$ cat config.mk
export PLATFORM = sky130hd
export DESIGN_NAME = acq_source_arbiter
export DESIGN_NICKNAME = d
export VERILOG_FILES = /design/src/rtl/acq_pkg.sv /design/src/rtl/acq_sync_fifo.sv /design/src/rtl/acq_source_arbiter.sv
export SDC_FILE = /design/constraint.sdc
export NUM_CORES = 1
export LEC_CHECK = 0
export ABC_CLOCK_PERIOD_IN_PS = 5000
export BUFFER_PORTS_ARGS = -buffer_cell sky130_fd_sc_hd__buf_2
export CORE_MARGIN = 2
export CORE_UTILIZATION = 30
export DETAILED_ROUTE_END_ITERATION = 10
export GPL_ROUTABILITY_DRIVEN = 0
export HOLD_SLACK_MARGIN = 0.06
export PLACE_DENSITY = 0.57
export SLEW_MARGIN = 20
export SYNTH_ARGS = -nofsm -noshare
export SYNTH_HDL_FRONTEND = slang
export SYNTH_HIERARCHICAL = 1
export SYNTH_SLANG_ARGS = --single-unit
$ cat constraint.sdc
create_clock -name Clk -period 5 [get_ports Clk]
set_clock_uncertainty 0.05 [all_clocks]
set_input_delay 0.5 -clock Clk [delete_from_list [all_inputs] [get_ports Clk]]
set_output_delay 0.5 -clock Clk [all_outputs]
set_load 0.02 [all_outputs]
$ cat src/rtl/acq_pkg.sv
// -----------------------------------------------------------------------------
// acq_pkg
// Shared definitions for the acquisition source arbiter: FSM state encoding,
// header tag and default widths used by acq_source_arbiter and acq_sync_fifo.
// -----------------------------------------------------------------------------
package acq_pkg;

   localparam int DEF_NUM_SOURCES = 6;
   localparam int DEF_DATA_WIDTH  = 16;
   localparam int DEF_MODE_WIDTH  = 3;
   localparam int DEF_FIFO_DEPTH  = 16;

   // Upper byte of every header word; the selected mode sits in the LSBs.
   localparam logic [7:0] HEADER_TAG = 8'hA5;

   // CYCLES is only visited when ACQ_RUN_CYCLE_COUNT_EN is defined.
   typedef enum logic [2:0] {
      IDLE,
      HEADER,
      RUN,
      DRAIN,
      TRAILER,
      CYCLES,
      DONE
   } acqState_t;

endpackage

$ cat src/rtl/acq_sync_fifo.sv
// -----------------------------------------------------------------------------
// acq_sync_fifo
// Single-clock first-word-fall-through FIFO. popData always shows the oldest
// entry while empty is low. A push into a full FIFO is accepted only when a
// pop happens in the same cycle; otherwise it is ignored.
//
// Ports:
//   Clk       system clock
//   flush     synchronous clear of both pointers (contents become invalid)
//   push      write request, pushData is stored when accepted
//   pushData  word to store
//   pop       read request, advances past popData when not empty
//   popData   oldest stored word
//   full      DEPTH words stored
//   empty     no words stored
// DEPTH must be a power of two and at least 2.
// -----------------------------------------------------------------------------
module acq_sync_fifo #(
   parameter int DATA_WIDTH = 16,
   parameter int DEPTH      = 16
) (
   input  logic                  Clk,
   input  logic                  flush,
   input  logic                  push,
   input  logic [DATA_WIDTH-1:0] pushData,
   input  logic                  pop,
   output logic [DATA_WIDTH-1:0] popData,
   output logic                  full,
   output logic                  empty
);

   localparam int ADDR_WIDTH = $clog2(DEPTH);

   logic [DATA_WIDTH-1:0] mem [DEPTH];
   // One extra pointer bit tells full from empty when the addresses match.
   logic [ADDR_WIDTH:0]   wrPtr;
   logic [ADDR_WIDTH:0]   rdPtr;
   logic                  doPush;
   logic                  doPop;

   assign empty   = (wrPtr == rdPtr);
   assign full    = (wrPtr[ADDR_WIDTH] != rdPtr[ADDR_WIDTH]) &&
                    (wrPtr[ADDR_WIDTH-1:0] == rdPtr[ADDR_WIDTH-1:0]);
   assign doPop   = pop & ~empty;
   assign doPush  = push & (~full | doPop);
   assign popData = mem[rdPtr[ADDR_WIDTH-1:0]];

   always_ff @(posedge Clk) begin
      if (flush) begin
         wrPtr <= '0;
         rdPtr <= '0;
      end else begin
         if (doPush) wrPtr <= wrPtr + (ADDR_WIDTH+1)'(1);
         if (doPop)  rdPtr <= rdPtr + (ADDR_WIDTH+1)'(1);
      end
   end

   // NOTE: the storage array is deliberately not reset; only the pointers are,
   // so it maps onto plain RAM and empty already masks stale contents.
   always_ff @(posedge Clk) begin
      if (doPush) mem[wrPtr[ADDR_WIDTH-1:0]] <= pushData;
   end

endmodule

$ cat src/rtl/acq_source_arbiter.sv
// -----------------------------------------------------------------------------
// acq_source_arbiter
// Starts one of NUM_SOURCES test engines on a USB start/stop request, buffers
// the selected engine's data and frames it as header / data / trailer words
// toward the external USB FIFO.
//
// Ports:
//   Clk, Reset      clock, synchronous active-high reset
//   ModeSelect      engine index, sampled when a run is accepted
//   UsbStartStop    level request: rising edge starts, falling edge aborts
//   SourceStart     one-hot start level, high only while running
//   SourceDone      per-engine done pulses
//   SourceData      packed engine data, engine i at [i*DATA_WIDTH +: DATA_WIDTH]
//   SourceData_en   per-engine data strobes
//   UsbFifoFull     backpressure from the external FIFO
//   UsbFifoData     framed output word (registered)
//   UsbFifoData_en  write strobe for UsbFifoData (registered)
//   Busy            high outside IDLE
//   TestDone        one-cycle pulse at end of run
//   ModeError       one-cycle pulse when a start names a missing engine
//   Overflow        sticky data-loss flag, cleared by the next accepted start
//
// Build option: ACQ_RUN_CYCLE_COUNT_EN appends a saturating run-length word
// after the trailer.
// DATA_WIDTH must be >= MODE_WIDTH+8 and 2**MODE_WIDTH >= NUM_SOURCES.
// -----------------------------------------------------------------------------
module acq_source_arbiter
   import acq_pkg::*;
#(
   parameter int NUM_SOURCES = DEF_NUM_SOURCES,
   parameter int DATA_WIDTH  = DEF_DATA_WIDTH,
   parameter int MODE_WIDTH  = DEF_MODE_WIDTH,
   parameter int FIFO_DEPTH  = DEF_FIFO_DEPTH
) (
   input  logic                              Clk,
   input  logic                              Reset,
   input  logic [MODE_WIDTH-1:0]             ModeSelect,
   input  logic                              UsbStartStop,
   output logic [NUM_SOURCES-1:0]            SourceStart,
   input  logic [NUM_SOURCES-1:0]            SourceDone,
   input  logic [NUM_SOURCES*DATA_WIDTH-1:0] SourceData,
   input  logic [NUM_SOURCES-1:0]            SourceData_en,
   input  logic                              UsbFifoFull,
   output logic [DATA_WIDTH-1:0]             UsbFifoData,
   output logic                              UsbFifoData_en,
   output logic                              Busy,
   output logic                              TestDone,
   output logic                              ModeError,
   output logic                              Overflow
);

   // One extra bit so NUM_SOURCES == 2**MODE_WIDTH still fits.
   localparam logic [MODE_WIDTH:0] NUM_SRC = NUM_SOURCES[MODE_WIDTH:0];

   acqState_t               stateQ;
   acqState_t               stateD;
   logic                    startStopQ;
   logic                    startStopPrevQ;
   logic                    startRise;
   logic                    startFall;
   logic                    modeValid;
   logic                    acceptStart;
   logic                    rejectStart;
   logic [MODE_WIDTH-1:0]   modeQ;
   logic [DATA_WIDTH-1:0]   wordCountQ;
   logic                    overflowQ;
   logic                    modeErrorQ;
   logic [DATA_WIDTH-1:0]   usbDataQ;
   logic                    usbEnQ;

   logic                    selEn;
   logic                    selDone;
   logic [DATA_WIDTH-1:0]   selData;
   logic                    capturing;
   logic                    pushReq;
   logic                    pushAccept;
   logic                    pushDrop;
   logic                    popReq;
   logic                    fifoFull;
   logic                    fifoEmpty;
   logic [DATA_WIDTH-1:0]   fifoData;
   logic                    outWrite;
   logic [DATA_WIDTH-1:0]   outWord;
   logic [DATA_WIDTH-1:0]   headerWord;

`ifdef ACQ_RUN_CYCLE_COUNT_EN
   logic [DATA_WIDTH-1:0]   runCyclesQ;
`endif

   // Edges are taken on the registered copy, so the FSM reacts one cycle
   // after UsbStartStop changes.
   assign startRise   = startStopQ & ~startStopPrevQ;
   assign startFall   = ~startStopQ & startStopPrevQ;
   assign modeValid   = ({1'b0, ModeSelect} < NUM_SRC);
   assign acceptStart = (stateQ == IDLE) && startRise && modeValid;
   assign rejectStart = (stateQ == IDLE) && startRise && !modeValid;

   // Only the latched engine is observed; everything else is ignored.
   always_comb begin
      selEn   = 1'b0;
      selDone = 1'b0;
      selData = '0;
      for (int i = 0; i < NUM_SOURCES; i++) begin
         if (modeQ == i[MODE_WIDTH-1:0]) begin
            selEn   = SourceData_en[i];
            selDone = SourceDone[i];
            selData = SourceData[i*DATA_WIDTH +: DATA_WIDTH];
         end
      end
   end

   assign capturing  = (stateQ == RUN) || (stateQ == DRAIN);
   assign pushReq    = capturing & selEn;
   assign popReq     = capturing & ~fifoEmpty & ~UsbFifoFull;
   // A simultaneous pop frees a slot, so a push into a full FIFO still lands.
   assign pushAccept = pushReq & (~fifoFull | popReq);
   assign pushDrop   = pushReq & ~pushAccept;

   acq_sync_fifo #(
      .DATA_WIDTH (DATA_WIDTH),
      .DEPTH      (FIFO_DEPTH)
   ) u_fifo (
      .Clk      (Clk),
      .flush    (Reset),
      .push     (pushAccept),
      .pushData (selData),
      .pop      (popReq),
      .popData  (fifoData),
      .full     (fifoFull),
      .empty    (fifoEmpty)
   );

   // Next state and the word to be registered onto the USB port.
   // NOTE: every output of this block is given a default first, so no path
   // leaves a value unassigned and no latch can be inferred.
   always_comb begin
      stateD     = stateQ;
      outWrite   = 1'b0;
      outWord    = '0;
      headerWord = '0;
      headerWord[DATA_WIDTH-1 -: 8]  = HEADER_TAG;
      headerWord[MODE_WIDTH-1:0]     = modeQ;

      case (stateQ)
         IDLE: begin
            if (acceptStart) stateD = HEADER;
         end
         HEADER: begin
            if (!UsbFifoFull) begin
               outWrite = 1'b1;
               outWord  = headerWord;
               stateD   = RUN;
            end
         end
         RUN: begin
            if (popReq) begin
               outWrite = 1'b1;
               outWord  = fifoData;
            end
            if (selDone || startFall) stateD = DRAIN;
         end
         DRAIN: begin
            if (popReq) begin
               outWrite = 1'b1;
               outWord  = fifoData;
            end
            // Engines may still flush after done; leave only once quiet.
            if (fifoEmpty && !pushReq) stateD = TRAILER;
         end
         TRAILER: begin
            if (!UsbFifoFull) begin
               outWrite = 1'b1;
               outWord  = wordCountQ;
`ifdef ACQ_RUN_CYCLE_COUNT_EN
               stateD   = CYCLES;
`else
               stateD   = DONE;
`endif
            end
         end
         CYCLES: begin
`ifdef ACQ_RUN_CYCLE_COUNT_EN
            if (!UsbFifoFull) begin
               outWrite = 1'b1;
               outWord  = runCyclesQ;
               stateD   = DONE;
            end
`else
            stateD = DONE;
`endif
         end
         DONE:    stateD = IDLE;
         default: stateD = IDLE;
      endcase
   end

   // NOTE: all state is updated with non-blocking assignments so every
   // register samples pre-edge values regardless of statement order.
   always_ff @(posedge Clk) begin
      if (Reset) begin
         stateQ         <= IDLE;
         startStopQ     <= 1'b0;
         startStopPrevQ <= 1'b0;
         modeQ          <= '0;
         wordCountQ     <= '0;
         overflowQ      <= 1'b0;
         modeErrorQ     <= 1'b0;
         usbDataQ       <= '0;
         usbEnQ         <= 1'b0;
      end else begin
         stateQ         <= stateD;
         startStopQ     <= UsbStartStop;
         startStopPrevQ <= startStopQ;
         modeErrorQ     <= rejectStart;
         usbEnQ         <= outWrite;
         if (outWrite) usbDataQ <= outWord;

         if (acceptStart) begin
            modeQ      <= ModeSelect;
            wordCountQ <= '0;
            overflowQ  <= 1'b0;
         end else begin
            if (pushAccept) wordCountQ <= wordCountQ + DATA_WIDTH'(1);
            if (pushDrop)   overflowQ  <= 1'b1;
         end
      end
   end

`ifdef ACQ_RUN_CYCLE_COUNT_EN
   // Counts every cycle from HEADER entry up to DONE, saturating at all-ones.
   always_ff @(posedge Clk) begin
      if (Reset || acceptStart) begin
         runCyclesQ <= '0;
      end else if (stateQ != IDLE && stateQ != DONE && runCyclesQ != '1) begin
         runCyclesQ <= runCyclesQ + DATA_WIDTH'(1);
      end
   end
`endif

   // Start level follows the RUN state, so it drops on the same edge the
   // FSM moves to DRAIN.
   always_comb begin
      SourceStart = '0;
      if (stateQ == RUN) begin
         for (int i = 0; i < NUM_SOURCES; i++) begin
            if (modeQ == i[MODE_WIDTH-1:0]) SourceStart[i] = 1'b1;
         end
      end
   end

   assign UsbFifoData    = usbDataQ;
   assign UsbFifoData_en = usbEnQ;
   assign Busy           = (stateQ != IDLE);
   assign TestDone       = (stateQ == DONE);
   assign ModeError      = modeErrorQ;
   assign Overflow       = overflowQ;

endmodule

==> results.md <==
- Fin Hold WS: 0.159 ns
- Clock latency on the worst-skew pair: 0.50 ns
- Total CTS buffers: 34
- Req. time, crit path: 5.08 ns
- Fin crit period: 4.08 ns
- Slowest cell on crit path: and3_1
- Number of global-route vias before repair: 7940
- CP Class: register to register
- Syn Area/Cell: 17.2 um2
- Worst-path clk slew: 0.06 ns
- Share of cells above drive strength 1: 0.328
- Number of routed nets with antenna violations: 0
- Die area: 46500 um2
- Achievable frequency: 245 MHz
- Cts repair resizes: 0
- Buf/Inv on CP: 2
- # IOs: 142
- Drt pass-1 iters: 7
- Die Width: 216 um
- CTS Hold Bufs: 0
- Starting DRT DRC Count: 738
- Post-synthesis sequential area ratio: 0.657
- Top cell type by total area after synthesis: edfxtp_1
- Hold Crit Class: input pin to register
- Slew Viols, Final: 0
- Worst path max stage delay: 0.85 ns
- Pin count of the biggest net entering global routing: 52
- DR WL/cell: 23.5 um
- H-tree levels: 2
- Asr flop ratio synth: 0
- CP startpoint kind: register
- Status: finished clean
- Area of the multi-input gates: 4410 um2
- Least-Margin Pin Slew: 1.08 ns
- Leakage: 5.27 nW
- DRT Wirelength: 36.1 mm
- Via count: 7974
- Grt total ovfl: 0
- Port Buffers: 141
- CTS Buffer Depth: 3
- Initial antenna violation count: 2
- Final nets: 1042
- Yosys top cell area share: 0.572
- Area grow syn2layout: 18.4%
- Pwr/cell area: 378 nW/um2
- Slew headroom: 0.280
- RSZ-0062 raised after global routing: false
- Global-route wire length before repair: 52.1 mm
- Critical path arrival: 4.16 ns
- MaxCap Viol Count: 0
- Cells after synthesis: 780
- N_diodes: 0
- Synth Register Bits: 313
- Peak VDD IR: 0.000197 V
- Distinct cells, synth: 71
- Ys Warns: 6
- Detailed placer's ending HPWL: 25.0 mm
- Clk sinks: 313
- Synth area leaders: edfxtp_1 (57%), mux4_2 (9.9%), dfxtp_1 (8.5%)
- Syn_nets: 901
- CP top delay family: simple AND/OR/NAND/NOR gates
- Post-Route Setup TNS: 0 ns
- Die height: 216 um
- Fin crit share: 0.817
- EDFF count, synth: 256
- DRC errors left: 0
- Final Hold Viols: 0
- Num rows: 77
- Filler Cell Count: 4115
- Core Area: 44200 um2
- Main synth FF type: edfxtp_1
- Clk root buf: clkbuf_16
- Vias per inst: 5.19
- Sequential Area: 8840 um2
- CP max FO: 19
- CTS tree: done
- GRT Overall Usage: 0.153
- Design Power: 6.02 mW
- Post-CTS Setup Bufs: 0
- Worst Setup End Kind: register
- Initial core utilization: 0.304
- Crit-path cells: xor2_1 -> nor4_4 -> and2_1 -> nor4b_4 -> buf_4 -> or2b_4 -> o211ai_2 -> inv_1 -> a21boi_2 -> and3_1
- Mapped Area: 13400 um2
- Setup violations, final: 0
==> path summary, 6_finish.rpt <==
path | from | end | slack [ns] | cells past startpoint
worst min-delay path | UsbStartStop | startStopQ | 0.16 | 2
worst max register to register | u_fifo/wrPtr[2] | u_fifo/mem[5][15] | 0.92 | 10
worst max-delay path | u_fifo/wrPtr[2] | u_fifo/mem[5][15] | 0.92 | 10
worst min register to register | Overflow | Overflow | 0.42 | 1
==> metal layers <==
| metal | vias up | share of wire | GRT usage | wire [um] |
|---|---|---|---|---|
| met5 | - | 0.00036 | 0 | 13 |
| met4 | 2 | 0.032 | 0.0559 | 1140 |
| met3 | 55 | 0.076 | 0.0348 | 2730 |
| met2 | 342 | 0.47 | 0.250 | 17100 |
| met1 | 4073 | 0.42 | 0.200 | 15100 |
| li1 | 3502 | - | - | - |
==> state kept, by name, summed over array words and instances (netlist names), named ones only <==
name	flops
u_fifo/mem	256
UsbFifoData	16
wordCountQ	16
u_fifo/rdPtr	5
u_fifo/wrPtr	5
modeQ	3
stateQ	3
ModeError	1
Overflow	1
UsbFifoData_en	1
startStopPrevQ	1
startStopQ	1
==> metrics by stage <==
step / setup slack (ns) / std cells / cell area (um2) / utilization
global placement: 1.03 / 1477 / 14900 / 0.336
global route: 0.723 / 1537 / 15900 / 0.360
detailed placement: 0.989 / 1477 / 14900 / 0.336
finish: 0.915 / 1537 / 15900 / 0.360
CTS: 0.959 / 1537 / 15900 / 0.360
floorplan: 1.20 / 780 / 13400 / -
==> cell usage in the layout, fill, tap and decap left out, types with 7 or more instances in the layout <==
| cell type | count |
|---|---|
| a21oi_1 | 16 |
| a222oi_1 | 8 |
| a22o_1 | 7 |
| a22oi_1 | 14 |
| and2_1 | 7 |
| and3_1 | 14 |
| buf_2 | 141 |
| buf_4 | 13 |
| clkbuf_16 | 35 |
| clkinv_1 | 8 |
| dfxtp_1 | 53 |
| edfxtp_1 | 256 |
| inv_1 | 14 |
| mux2_2 | 10 |
| mux2i_1 | 14 |
| mux4_1 | 30 |
| mux4_2 | 59 |
| nand2_1 | 21 |
| nand3_1 | 8 |
| nor2_1 | 48 |
| nor2b_1 | 13 |
| nor3_1 | 10 |
| o221ai_2 | 7 |
| o22ai_2 | 9 |
| o31ai_1 | 9 |
| or4_1 | 10 |
| xnor2_1 | 7 |
==> report_power, final <==
part | total [mW] | internal [mW] | switching [mW]
logic | 0.653 | 0.203 | 0.450
clock network | 2.35 | 1.39 | 0.958
registers | 3.02 | 2.98 | 0.0403
==> area by class of cell <==
| class | instances | area share |
|---|---|---|
| tap | 592 | 0.0465 |
| inverter | 14 | 0.00330 |
| clock inverter | 16 | 0.00621 |
| timing repair buffer | 155 | 0.0517 |
| clock buffer | 44 | 0.0598 |
| multi-input combinational | 403 | 0.277 |
| sequential | 313 | 0.555 |
==> cell families (layout without fill, tap and decap cells) <==
family,Yosys count,in the layout,share of synthesized area
and+or+nand+nor,163,163,0.0673
AOI/OAI and AO/OA,106,106,0.0595
xor gates and xnor gates,14,14,0.00968
adders and majority gates,6,6,0.00558
buffers and inverters,64,229,0.0241
muxes,114,114,0.177
DFF,313,313,0.657
==> cells in the mapped netlist (7+ instances only) <==
cell type,instances
o22ai_1,13
a21oi_1,17
clkbuf_1,23
mux2_2,10
xnor2_1,7
nand2_1,21
o221ai_1,8
nor2b_1,14
o31ai_1,9
buf_2,8
a22oi_1,14
a222oi_1,8
nand3_1,8
and2_1,7
nor2_1,48
edfxtp_1,256
mux2i_1,14
buf_1,9
mux4_2,59
and3_1,14
buf_6,7
mux4_1,30
nor3_1,11
inv_1,14
dfxtp_1,57
a22o_1,7
or4_1,10
==> worst reg2reg max path, stage by stage, from the launching register on <==
cell and delay, ns:
dfxtp_1 0.53, xor2_1 0.28, nor4_4 0.11, and2_1 0.25
nor4b_4 0.22, buf_4 0.28, or2b_4 0.21, o211ai_2 0.18
inv_1 0.15, a21boi_2 0.59, and3_1 0.86
(Power assumes the default switching activity.)
